[src/rtl/uart_rx_deframer.sv]
// UART receive deframer: synchronises the serial line, validates the start bit,
// mid-bit samples data/parity/stop and presents each byte with error flags on a
// valid/ready handshake.
module uart_rx_deframer #(
  parameter int unsigned DIVISOR    = 16,
  parameter int unsigned DATA_BITS  = 8,
  parameter int unsigned PARITY_EN  = 0,
  parameter int unsigned PARITY_ODD = 0
) (
  input  logic                 ref_clk,
  input  logic                 nreset,
  input  logic                 serial_in,
  output logic [DATA_BITS-1:0] rx_data,
  output logic                 rx_valid,
  input  logic                 rx_ready,
  output logic                 frame_err,
  output logic                 parity_err,
  output logic                 overrun,
  output logic                 busy
);

  localparam int unsigned CNT_W = $clog2(DIVISOR);
  localparam int unsigned BIT_W = $clog2(DATA_BITS + 1);
  localparam logic [CNT_W-1:0] HALF_LAST = CNT_W'(DIVISOR / 2 - 1);
  localparam logic [CNT_W-1:0] BIT_LAST  = CNT_W'(DIVISOR - 1);
  localparam logic [BIT_W-1:0] DATA_LAST = BIT_W'(DATA_BITS - 1);
  localparam logic             ODD       = 1'(PARITY_ODD);
  localparam logic             HAS_PAR   = (PARITY_EN != 0);

  typedef enum logic [2:0] {
    S_IDLE, S_START, S_DATA, S_PARITY, S_STOP, S_BREAK
  } state_t;

  logic                 sync1, s_in;
  state_t               state, state_d;
  logic [CNT_W-1:0]     cnt, cnt_d;
  logic [BIT_W-1:0]     bit_cnt, bit_cnt_d;
  logic [DATA_BITS-1:0] shift, shift_d;
  logic                 fe_q, fe_d, pe_q, pe_d, done_q, done_d;
  logic [DATA_BITS-1:0] rx_data_d;
  logic                 rx_valid_d, frame_err_d, parity_err_d, overrun_d, busy_d;

  // Two-flop synchroniser; the line idles high so the flops reset to 1.
  always_ff @(posedge ref_clk or negedge nreset) begin
    if (!nreset) begin
      sync1 <= 1'b1;
      s_in  <= 1'b1;
    end else begin
      sync1 <= serial_in;
      s_in  <= sync1;
    end
  end

  // State, datapath and output registers.
  always_ff @(posedge ref_clk or negedge nreset) begin
    if (!nreset) begin
      state      <= S_IDLE;
      cnt        <= '0;
      bit_cnt    <= '0;
      shift      <= '0;
      fe_q       <= 1'b0;
      pe_q       <= 1'b0;
      done_q     <= 1'b0;
      rx_data    <= '0;
      rx_valid   <= 1'b0;
      frame_err  <= 1'b0;
      parity_err <= 1'b0;
      overrun    <= 1'b0;
      busy       <= 1'b0;
    end else begin
      state      <= state_d;
      cnt        <= cnt_d;
      bit_cnt    <= bit_cnt_d;
      shift      <= shift_d;
      fe_q       <= fe_d;
      pe_q       <= pe_d;
      done_q     <= done_d;
      rx_data    <= rx_data_d;
      rx_valid   <= rx_valid_d;
      frame_err  <= frame_err_d;
      parity_err <= parity_err_d;
      overrun    <= overrun_d;
      busy       <= busy_d;
    end
  end

  // Next-state, sampling and output-register load logic.
  always_comb begin
    state_d      = state;
    cnt_d        = cnt + CNT_W'(1);
    bit_cnt_d    = bit_cnt;
    shift_d      = shift;
    fe_d         = fe_q;
    pe_d         = pe_q;
    done_d       = 1'b0;
    rx_data_d    = rx_data;
    rx_valid_d   = rx_valid;
    frame_err_d  = frame_err;
    parity_err_d = parity_err;
    overrun_d    = 1'b0;

    case (state)
      S_IDLE: begin
        cnt_d = '0;
        if (!s_in) begin
          state_d   = S_START;
          bit_cnt_d = '0;
          pe_d      = 1'b0;
        end
      end
      S_START: begin
        if (cnt == HALF_LAST) begin
          cnt_d   = '0;
          state_d = s_in ? S_IDLE : S_DATA;
        end
      end
      S_DATA: begin
        if (cnt == BIT_LAST) begin
          cnt_d     = '0;
          shift_d   = {s_in, shift[DATA_BITS-1:1]};
          bit_cnt_d = bit_cnt + BIT_W'(1);
          if (bit_cnt == DATA_LAST) state_d = HAS_PAR ? S_PARITY : S_STOP;
        end
      end
      S_PARITY: begin
        if (cnt == BIT_LAST) begin
          cnt_d   = '0;
          pe_d    = ((^shift) ^ s_in) != ODD;
          state_d = S_STOP;
        end
      end
      S_STOP: begin
        if (cnt == BIT_LAST) begin
          cnt_d   = '0;
          fe_d    = ~s_in;
          done_d  = 1'b1;
          state_d = s_in ? S_IDLE : S_BREAK;
        end
      end
      S_BREAK: begin
        cnt_d = '0;
        if (s_in) state_d = S_IDLE;
      end
      default: begin
        state_d = S_IDLE;
        cnt_d   = '0;
      end
    endcase

    // A finished frame loads only if the register is free or being drained now.
    if (done_q) begin
      if (!rx_valid || rx_ready) begin
        rx_data_d    = shift;
        frame_err_d  = fe_q;
        parity_err_d = pe_q;
        rx_valid_d   = 1'b1;
      end else begin
        overrun_d = 1'b1;
      end
    end else if (rx_valid && rx_ready) begin
      rx_valid_d = 1'b0;
    end

    busy_d = (state_d != S_IDLE);
  end

endmodule

[config.mk]
export PLATFORM = sky130hd
export DESIGN_NAME = uart_rx_deframer
export DESIGN_NICKNAME = d
export VERILOG_FILES = /design/src/rtl/uart_rx_deframer.sv
export SDC_FILE = /design/constraint.sdc
export NUM_CORES = 1
export LEC_CHECK = 0
export ABC_AREA = 1
export BUFFER_PORTS_ARGS = -buffer_cell sky130_fd_sc_hd__buf_2
export CAP_MARGIN = 40
export CORE_MARGIN = 2
export CORE_UTILIZATION = 62
export CTS_BUF_LIST = sky130_fd_sc_hd__clkbuf_4 sky130_fd_sc_hd__clkbuf_8
export DETAILED_ROUTE_END_ITERATION = 16
export PLACE_DENSITY_LB_ADDON = 0.3
export SKIP_CTS_REPAIR_TIMING = 1
export SYNTH_ARGS = -nofsm -noshare
export SYNTH_HDL_FRONTEND = slang
export SYNTH_SLANG_ARGS = --single-unit
[constraint.sdc]
create_clock -name ref_clk -period 2.1 [get_ports ref_clk]
set_clock_uncertainty 0.1 [all_clocks]
set_input_delay 0.21 -clock ref_clk [delete_from_list [all_inputs] [get_ports ref_clk]]
set_output_delay 0.21 -clock ref_clk [all_outputs]
set_load 0.01 [all_outputs]
==> impl_metrics.tcl <==
set metrics [dict create \
    numCtsBuffers 5 \
    drt_iter0_drc 37 \
    synth_cell_type_count 28 \
    power_density_mw_per_mm2 784 \
    die_h_um 56.9 \
    r2r_end "bit_cnt[3]$_DFFE_PN0P_" \
    first_pass_iters 4 \
    startpoint_type "flop" \
    overflow 0 \
    critical_path.cell_chain "ha_1 -> nand2_2 -> nor2_8 -> nand3_4 -> clkinv_4 -> nand2_1 -> o21ai_1 -> a21oi_1" \
    timing.final.ws_setup_ns 0.444 \
    core_mm2 0.00271 \
    wl_per_cell_um 11.6 \
    antenna_found_initial 0 \
    reg2reg_slack_ns 0.44 \
    yosys.area.top_type_share_pct 50.4 \
    io_pins 17 \
    die-area_mm2 0.00324 \
    synthTopCellsByArea "dfrtp_1, nand2_1, inv_1" \
    vias 1298 \
    die_x_um 56.9 \
    clockRootBuffer "clkbuf_4" \
    start_util_pct 64.1 \
    syn_avg_cell_area_um2 8.82 \
    grt_max_degree 38 \
    hp-class "input port to flop" \
    ys_seq_area_share_pct 53.4 \
    finalWeightedCongestion 0.884 \
    yosysTopAreaCell "dfrtp_1" \
    critPathRequiredTime_ns 2.23 \
    tns_ns 0 \
    cp_slowest_cell "dfrtp_1" \
    finalHoldViolCount 0 \
    dp_slack_ns 0.458 \
    critPathTopFamily "simple AND/OR/NAND/NOR gates" \
    critPathMaxStageDelay_ns 0.39 \
    wl_um 2920 \
    drc 0 \
    run_status "finished clean" \
    grt_pass1_vias 1174 \
    num_rows 19 \
    h-tree-depth 2 \
    maxSlewHeadroom_pct 46.2 \
    syn_inst 197 \
    post-route-period-util_pct 78.8 \
    yosysWarnings 0 \
    max_freq_mhz 604 \
    endpoint "bit_cnt[3]$_DFFE_PN0P_" \
    maxSlewViolCount 0 \
    antenna_cells 0 \
    end_kind "flop" \
    clock_sinks 37 \
    fin_crit_ns 1.66 \
    ir_worst_vdd_uv 646 \
    cp_data_arrival_time_ns 1.79 \
    cts_tree "built" \
    hpwl_um 2140 \
    instances_no_fill 252 \
    grt_pass1_wl_um 5250 \
    area_delta_synth_final_pct 10.9 \
    cp-startpoint "cnt[0]$_DFF_PN0_" \
    postLayoutCellArea_mm2 0.00193 \
    path_clk_slew_ns 0.11 \
    setup_viol 0 \
    dp.cells 242 \
    syn_area_mm2 0.00174 \
    cp.depth 8 \
    clock_path_buffers 2 \
    r2r-start "cnt[0]$_DFF_PN0_" \
    drtAntennaViolNets 0 \
    portBuffers 16 \
    reg2reg_depth 8 \
    viasPerCell 5.15 \
    crit_buf_inv 1 \
    synth_nets 203 \
    ys_ff_latch 37 \
    tightest_slew_ns 0.807 \
    nNetsFinal 226 \
    leakage_nw 1.03 \
    grt_util_all_layers_pct 21.8 \
    utilization_pct 71.1 \
    crit_type "flop to flop" \
    placed_area_mm2 0.00184 \
    worstPathMaxFanout 19 \
    maxCapViolCount 0 \
    layout-drive-gt1-share_pct 23.1 \
    rsz0062_at_grt "no" \
    clk_latency_ns 0.35 \
]
==> power breakdown <==
part	total, mW	switching [mW]	internal, mW
logic	0.288	0.192	0.0962
clock network	0.414	0.223	0.191
registers	0.809	0.0387	0.770
==> metrics by stage <==
step / power (mW) / hold WS [ns]
2_1_floorplan: 1.04 / -0.186
3_3_place_gp: 1.09 / 0.215
3_5_place_dp: 1.11 / 0.222
4_1_cts: 1.52 / -0.153
5_1_grt: 1.60 / 0.0383
6_report: 1.51 / 0.0171
==> worst min path at each step <==
stage | endpoint | slack, ns | from | cells after the start
after floorplan | bit_cnt[0]$_DFFE_PN0P_ | -0.19 | nreset | 0
after global placement | sync1$_DFF_PN1_ | 0.21 | serial_in | 1
after detailed placement | sync1$_DFF_PN1_ | 0.22 | serial_in | 1
after CTS | done_q$_DFF_PN0_ | -0.15 | nreset | 1
after global routing | overrun$_DFF_PN0_ | 0.04 | rx_ready | 4
final | overrun$_DFF_PN0_ | 0.02 | rx_ready | 4
==> placed cells by master (no fill, tap or decap), types with 3 or more instances in the layout <==
cell	n
inv_2	5
dfrtp_1	35
buf_2	16
nor2_1	10
a21oi_1	3
nand3_1	7
inv_1	24
clkbuf_4	7
nand2_2	4
nand2_1	63
o21ai_0	15
o21ai_2	8
==> cell families (layout without fill, tap and decap cells) <==
group	Yosys count	count (layout)	share of synthesized area [%]
simple gates	92	92	23.8
buf+inv	32	56	7.70
compound gates	30	30	11.5
fa+ha+maj	2	2	1.44
xor+xnor	3	3	1.51
mux	1	1	0.648
flops	37	37	53.4
==> sequential cells by signal, summed over array words and instances (netlist names), 3 cells and up <==
name     flops
bit_cnt      4
state        3
shift        8
cnt          4
rx_data      8
==> synth_stat cells (all sizes together) <==
library cell	count
nand2	67
dfrtp	35
inv	29
o21ai	24
nor2	14
nand3	8
a21oi	3
dfstp	2
ha	2
nand4	2
xnor2	2
a22oi	1
buf	1
clkbuf	1
clkinv	1
mux2	1
nor3	1
o22ai	1
o31ai	1
xor2	1
==> per-layer routing <==
metal  share of wire (%)  vias to the layer above  GRT usage [%]
li1                    -                      664              -
met4                 2.3                        0           11.0
met3                 4.1                        6           6.80
met2                  49                       21           34.0
met5                   0                        -              0
met1                  44                      607           27.7
==> cell type report <==
type	count	area [µm²]
repair buffers	18	100
fillers	229	783
inverters	30	118
clock buffers	8	66.3
well taps	31	38.8
flip-flops and latches	37	928
multi-input cells	128	676
==> worst reg2reg max path, cell delays in order (launching register included) <==
cell and delay [ns]:
dfrtp_1 0.39, ha_1 0.19, nand2_2 0.10, nor2_8 0.14
nand3_4 0.25, clkinv_4 0.13, nand2_1 0.07, o21ai_1 0.12
a21oi_1 0.05
Note: power is estimated with default switching activity, not from simulation.
